## config.mk

```make
export PLATFORM = sky130hd
export DESIGN_NAME = mips_mc_ctrl
export DESIGN_NICKNAME = d
export VERILOG_FILES = /design/src/rtl/mips_pkg.sv /design/src/rtl/mips_mc_ctrl_alu_decoder.sv /design/src/rtl/mips_mc_ctrl.sv
export SDC_FILE = /design/constraint.sdc
export NUM_CORES = 1
export LEC_CHECK = 0
export CORE_UTILIZATION = 42
export CTS_CLUSTER_DIAMETER = 50
export CTS_CLUSTER_SIZE = 20
export DETAILED_ROUTE_END_ITERATION = 10
export GPL_ROUTABILITY_DRIVEN = 0
export PLACE_DENSITY = 0.83
export SLEW_MARGIN = 0
export SYNTH_ARGS = -nofsm -noshare
export SYNTH_HDL_FRONTEND = slang
export SYNTH_HIERARCHICAL = 1
export SYNTH_SLANG_ARGS = --single-unit
export TNS_END_PERCENT = 20
```

## constraint.sdc

```tcl
create_clock -name clk -period 3.2 [get_ports clk]
set_input_delay 0.96 -clock clk [delete_from_list [all_inputs] [get_ports clk]]
set_output_delay 0.96 -clock clk [all_outputs]
set_load 0.01 [all_outputs]
```

## src/rtl/mips_pkg.sv

```systemverilog
// Shared encodings for the multi-cycle MIPS control path and datapath:
// FSM states, opcode/funct constants, ALU control codes and mux selects.
package mips_pkg;

   typedef enum logic [3:0] {
      S_FETCH    = 4'd0,
      S_DECODE   = 4'd1,
      S_EXEC_R   = 4'd2,
      S_EXEC_I   = 4'd3,
      S_MEM_ADDR = 4'd4,
      S_MEM_RD   = 4'd5,
      S_MEM_WR   = 4'd6,
      S_WB_R     = 4'd7,
      S_WB_I     = 4'd8,
      S_WB_MEM   = 4'd9,
      S_BRANCH   = 4'd10,
      S_JUMP     = 4'd11,
      S_HALT     = 4'd12
   } state_e;

   localparam logic [5:0] OP_RTYPE = 6'b000000;
   localparam logic [5:0] OP_LW    = 6'b100011;
   localparam logic [5:0] OP_SW    = 6'b101011;
   localparam logic [5:0] OP_BEQ   = 6'b000100;
   localparam logic [5:0] OP_BNE   = 6'b000101;
   localparam logic [5:0] OP_ADDI  = 6'b001000;
   localparam logic [5:0] OP_ANDI  = 6'b001100;
   localparam logic [5:0] OP_ORI   = 6'b001101;
   localparam logic [5:0] OP_J     = 6'b000010;

   localparam logic [5:0] FN_ADD = 6'b100000;
   localparam logic [5:0] FN_SUB = 6'b100010;
   localparam logic [5:0] FN_AND = 6'b100100;
   localparam logic [5:0] FN_OR  = 6'b100101;
   localparam logic [5:0] FN_SLT = 6'b101010;

   localparam logic [2:0] ALU_ADD = 3'b010;
   localparam logic [2:0] ALU_SUB = 3'b110;
   localparam logic [2:0] ALU_AND = 3'b000;
   localparam logic [2:0] ALU_OR  = 3'b001;
   localparam logic [2:0] ALU_SLT = 3'b111;

   // ALU B-operand select: register, constant 4, immediate, immediate << 2
   localparam logic [1:0] SRCB_REG    = 2'b00;
   localparam logic [1:0] SRCB_FOUR   = 2'b01;
   localparam logic [1:0] SRCB_IMM    = 2'b10;
   localparam logic [1:0] SRCB_IMM_SH = 2'b11;

   localparam logic [1:0] PCSRC_SEQ  = 2'b00;
   localparam logic [1:0] PCSRC_BR   = 2'b01;
   localparam logic [1:0] PCSRC_JUMP = 2'b10;

endpackage

```

## src/rtl/mips_mc_ctrl_alu_decoder.sv

```systemverilog
// Maps opcode/funct to the ALU operation and flags instructions the core does not implement.
module alu_decoder
   import mips_pkg::*;
(
   input  logic [5:0] opcode,
   input  logic [5:0] funct,
   output logic [2:0] alu_ctrl,
   output logic       illegal
);

   always_comb begin
      alu_ctrl = ALU_ADD;
      illegal  = 1'b0;
      case (opcode)
         OP_RTYPE: begin
            case (funct)
               FN_ADD:  alu_ctrl = ALU_ADD;
               FN_SUB:  alu_ctrl = ALU_SUB;
               FN_AND:  alu_ctrl = ALU_AND;
               FN_OR:   alu_ctrl = ALU_OR;
               FN_SLT:  alu_ctrl = ALU_SLT;
               default: illegal  = 1'b1;
            endcase
         end
         OP_LW, OP_SW, OP_ADDI, OP_J: alu_ctrl = ALU_ADD;
         OP_BEQ, OP_BNE:              alu_ctrl = ALU_SUB;
         OP_ANDI:                     alu_ctrl = ALU_AND;
         OP_ORI:                      alu_ctrl = ALU_OR;
         default:                     illegal  = 1'b1;
      endcase
   end

endmodule

```

## src/rtl/mips_mc_ctrl.sv

```systemverilog
// Multi-cycle MIPS control unit: registered state FSM with combinational output decode.
// While rst is high every output is forced low and state reads FETCH.
module mips_mc_ctrl
   import mips_pkg::*;
#(
   parameter int ILLEGAL_HALT = 1
) (
   input  logic       clk,
   input  logic       rst,
   input  logic [5:0] opcode,
   input  logic [5:0] funct,
   input  logic       zero,
   input  logic       mem_ready,
   output logic       mem_req,
   output logic       mem_we,
   output logic       ir_write,
   output logic       pc_write,
   output logic       reg_write,
   output logic       reg_dst,
   output logic       mem_to_reg,
   output logic       alu_src_a,
   output logic       ext_sel,
   output logic       halted,
   output logic [1:0] alu_src_b,
   output logic [1:0] pc_src,
   output logic [2:0] alu_ctrl,
   output logic [3:0] state
);

   state_e     state_q, state_d;
   logic [2:0] dec_alu_ctrl;
   logic       dec_illegal;

   alu_decoder u_alu_decoder (
      .opcode   (opcode),
      .funct    (funct),
      .alu_ctrl (dec_alu_ctrl),
      .illegal  (dec_illegal)
   );

   always_ff @(posedge clk) begin
      if (rst) state_q <= S_FETCH;
      else     state_q <= state_d;
   end

   always_comb begin
      state_d = state_q;
      case (state_q)
         S_FETCH:    if (mem_ready) state_d = S_DECODE;
         S_DECODE: begin
            if (dec_illegal) begin
               state_d = (ILLEGAL_HALT != 0) ? S_HALT : S_FETCH;
            end else begin
               case (opcode)
                  OP_RTYPE:                  state_d = S_EXEC_R;
                  OP_LW, OP_SW:              state_d = S_MEM_ADDR;
                  OP_ADDI, OP_ANDI, OP_ORI:  state_d = S_EXEC_I;
                  OP_BEQ, OP_BNE:            state_d = S_BRANCH;
                  OP_J:                      state_d = S_JUMP;
                  default:                   state_d = S_FETCH;
               endcase
            end
         end
         S_EXEC_R:   state_d = S_WB_R;
         S_EXEC_I:   state_d = S_WB_I;
         S_MEM_ADDR: state_d = (opcode == OP_LW) ? S_MEM_RD : S_MEM_WR;
         S_MEM_RD:   if (mem_ready) state_d = S_WB_MEM;
         S_MEM_WR:   if (mem_ready) state_d = S_FETCH;
         S_WB_R, S_WB_I, S_WB_MEM, S_BRANCH, S_JUMP: state_d = S_FETCH;
         S_HALT:     state_d = S_HALT;
         default:    state_d = S_FETCH;
      endcase
   end

   assign state = rst ? S_FETCH : state_q;

   always_comb begin
      mem_req    = 1'b0;
      mem_we     = 1'b0;
      ir_write   = 1'b0;
      pc_write   = 1'b0;
      reg_write  = 1'b0;
      reg_dst    = 1'b0;
      mem_to_reg = 1'b0;
      alu_src_a  = 1'b0;
      ext_sel    = 1'b0;
      halted     = 1'b0;
      alu_src_b  = SRCB_REG;
      pc_src     = PCSRC_SEQ;
      alu_ctrl   = 3'b000;
      if (!rst) begin
         case (state_q)
            S_FETCH: begin
               mem_req  = 1'b1;
               ir_write = mem_ready;
               pc_write = mem_ready;
               pc_src   = PCSRC_SEQ;
            end
            // Branch target is precomputed here while the register file is read
            S_DECODE: begin
               alu_src_b = SRCB_IMM_SH;
               alu_ctrl  = ALU_ADD;
            end
            S_EXEC_R: begin
               alu_src_a = 1'b1;
               alu_ctrl  = dec_alu_ctrl;
            end
            S_EXEC_I: begin
               alu_src_b = SRCB_IMM;
               ext_sel   = (opcode == OP_ADDI);
               alu_ctrl  = dec_alu_ctrl;
            end
            S_MEM_ADDR: begin
               ext_sel   = 1'b1;
               alu_src_b = SRCB_IMM;
               alu_ctrl  = ALU_ADD;
            end
            S_MEM_RD: mem_req = 1'b1;
            S_MEM_WR: begin
               mem_req = 1'b1;
               mem_we  = 1'b1;
            end
            S_WB_R: begin
               reg_write = 1'b1;
               reg_dst   = 1'b1;
            end
            S_WB_I:   reg_write = 1'b1;
            S_WB_MEM: begin
               reg_write  = 1'b1;
               mem_to_reg = 1'b1;
            end
            S_BRANCH: begin
               alu_ctrl = ALU_SUB;
               pc_src   = PCSRC_BR;
               pc_write = ((opcode == OP_BEQ) && zero) || ((opcode == OP_BNE) && !zero);
            end
            S_JUMP: begin
               pc_write = 1'b1;
               pc_src   = PCSRC_JUMP;
            end
            S_HALT:  halted = 1'b1;
            default: ;
         endcase
      end
   end

endmodule

```

==> results_dict.tcl <==
set metrics [dict create \
    cts_sinks 4 \
    track_usage_pct 29.8 \
    crit_path_start_kind "primary input" \
    synth.top_cells.by_area "dfxtp_1 (9.2%), nand2b_1 (7.9%), nor3_1 (6.9%), a21oi_1 (5.2%), mux2i_1 (3.5%)" \
    max_slew_margin_pct 76.0 \
    die-width_um 47.5 \
    path_buf_inv 3 \
    syn-instance-count 126 \
    synth_top_cell_by_area "dfxtp_1" \
    worstPathArrival_ns 2.27 \
    ys_ff_latch 4 \
    layout_setup_ws_ns -0.0329 \
    postLayoutCellArea_um2 1530 \
    ys_types 49 \
    reg2reg_slack_ns 1.51 \
    cts_root_buf "clkbuf_4" \
    cts_max_level 1 \
    cts_tree "done" \
    post-place-ws_ns -0.762 \
    finalPower_w 0.000655 \
    dpl.cell_count 211 \
    die_h_um 47.5 \
    slowest_delay_ns 0.26 \
    cp_max_fo 2 \
    worstSetupPathType "primary input to output port" \
    yosysTopAreaCellShare_pct 9.22 \
    r2r_cells 5 \
    grt_pass1_wl_mm 4.80 \
    slew_viol_final 0 \
    p_per_area_nw_per_um2 427 \
    reg2reg_to "state_q[0]" \
    fp-row-count 16 \
    largest_reg_flops 4 \
    gr-total-overflow 0 \
    ir_drop_v 0.000568 \
    cts_hold_buf 0 \
    worst_pin_slew_ns 0.357 \
    clock.fmax_mhz 309 \
    fin_crit_sh_pct 101 \
    nets 211 \
    placed_area_um2 1450 \
    violations "DRC, setup timing" \
    crit_family "simple AND/OR/NAND/NOR gates" \
    clk_path_buf_depth 2 \
    hold_class "flop to flop" \
    avgViaCountPerCell 5.85 \
    hold_path_depth 2 \
    antennaDiodeCount 0 \
    cp_slowest_cell "nor4b_4" \
    place_hpwl_mm 2.34 \
    synth_edf_count 0 \
    regMostFlops "state_q" \
    fin_setup_tns_ns -0.0424 \
    clk_pin_slew_ns 0.04 \
    dr.pass1.iters 7 \
    drc 2 \
    port_buffers 36 \
    avgSynthCellArea_um2 6.89 \
    path_cells "clkdlybuf4s15_2 > buf_4 > nor4b_4 > a21oi_2 > nor3_2 > mux2i_1 > nor3_2 > buf_2" \
    async_flop_share_pct 0 \
    setup_viol 2 \
    worstReg2RegStart "state_q[0]" \
    core_um2 1960 \
    hold_violations 0 \
    routed_wl_mm 3.36 \
    leakage_nw 0.762 \
    initial_utilization_pct 44.3 \
    yosysSeqAreaShare_pct 9.22 \
    ys.flop_type "dfxtp_1" \
    path_common_cell "nor3_2" \
    first_iter_violations 46 \
    grt_pass1_vias 1066 \
    area_delta_synth_final_pct 76.5 \
    hp-start "state_q[0]" \
    period_minus_slack_ns 3.23 \
    final_cells 220 \
    antenna_found_initial 0 \
    boundaryPins 37 \
    synth_area_um2 868 \
    skew_ns 0.00738 \
    grt_max_degree 20 \
    cp-end-kind "output port" \
    largestRegisters "state_q x4" \
    synth_nets 142 \
    ant_nets 0 \
    rsz0062_at_grt "true" \
    ys_warn_count 6 \
    outcome "finished, violations left" \
    drive_gt1_share_pct 40.9 \
    whs_endpoint "state_q[3]" \
    maxCapViolCount 0 \
    crit_required_ns 2.24 \
    die-area_um2 2250 \
    cts_buffers 3 \
    worstSkewPairLatency_ns 0.24 \
    route.detailed.wl_per_inst_um 15.3 \
    vias 1286 \
]
[metal layers]
layer  share of wire (%)  vias to the layer above  wire length (um)  track usage [%]
li1                    -                      615                 -                -
met4                 2.6                        0                88             9.71
met1                  44                      606              1480             38.6
met2                  48                       55              1620             48.5
met5                   0                        -                 0                0
met3                 5.3                       10               178             7.17
[final cells by class]
| type | instances | area [um^2] |
|---|---|---|
| sequential | 4 | 80.1 |
| clock buffer | 3 | 22.5 |
| fill | 143 | 429 |
| timing repair buffer | 73 | 564 |
| tap | 27 | 33.8 |
| inverter | 7 | 26.3 |
| multi-input combinational | 106 | 806 |
[kinds of logic after synthesis]
logic type | count (synthesis) | synth area share (%)
compound gates | 31 | 25.6
xor+xnor | 3 | 3.03
buf+inv | 16 | 7.93
flops | 4 | 9.22
mux | 4 | 4.76
simple gates | 68 | 49.4
[cells in the final DEF (no fill, tap or decap), drive strengths merged, types with 5 or more instances in the layout]
cell	instances
nand2b	11
nor3	13
dlygate4sd2	12
buf	51
nor2	7
clkbuf	5
inv	7
a21oi	9
[what timing repair did]
| action | CTS | global route |
|---|---|---|
| hold endpoints to repair | 0 | 0 |
| setup endpoints to repair | 20 | 10 |
| buffers inserted | 0 | 6 |
| resized for setup | 81 | 18 |
| pin swaps | 13 | 3 |
[power by group]
part / leakage [nW] / total, W / internal, W / switching [W]
Combinational: 0.716 / 0.000508 / 0.000228 / 0.000279
Clock: 0.0138 / 0.0000628 / 0.0000419 / 0.0000208
Sequential: 0.0327 / 0.0000844 / 0.0000661 / 0.0000182
[worst max path at each step]
stage | slack [ns] | cells after the start | from | endpoint
finish | -0.03 | 8 | opcode[0] | alu_ctrl[2]
global route | -0.15 | 9 | opcode[0] | alu_ctrl[1]
CTS | -0.23 | 6 | rst | state[1]
detailed placement | -0.76 | 8 | opcode[0] | alu_ctrl[2]
global placement | -0.67 | 8 | opcode[0] | alu_ctrl[2]
floorplan | 0.25 | 6 | opcode[1] | alu_ctrl[1]
[tightest hold or removal path: stages, from the launching register on]
cell and delay, ns:
dfxtp_1 0.37, o211ai_1 0.23, nor3_2 0.04
[cell usage after synthesis (2+ instances only)]
master    number
or2_1          2
nand4b_1       2
xor2_1         2
nor4b_1        2
o21ai_0        2
nor3_1        12
nand2b_1      11
nand2_1        4
dfxtp_1        4
o32a_1         2
a211oi_1       4
buf_1          2
o21bai_1       2
clkbuf_1       2
o22ai_1        2
mux2i_1        3
or3b_2         2
inv_1          7
or3_1          3
nand3_1        3
a21oi_1        9
nor4_1         2
o211ai_1       2
nor2b_1        4
buf_2          4
nor3b_1        2
and4b_1        2
nor2_1         7
[per-stage QoR]
| stage | utilization, % | hold slack [ns] |
|---|---|---|
| after CTS | 74.3 | 0.688 |
| after floorplan | - | 0.579 |
| final | 78.1 | 0.698 |
| after detailed placement | 74.0 | 0.672 |
| after global placement | 74.0 | 0.678 |
| after global routing | 78.1 | 0.741 |
Note: power is estimated with default switching activity, not from simulation.
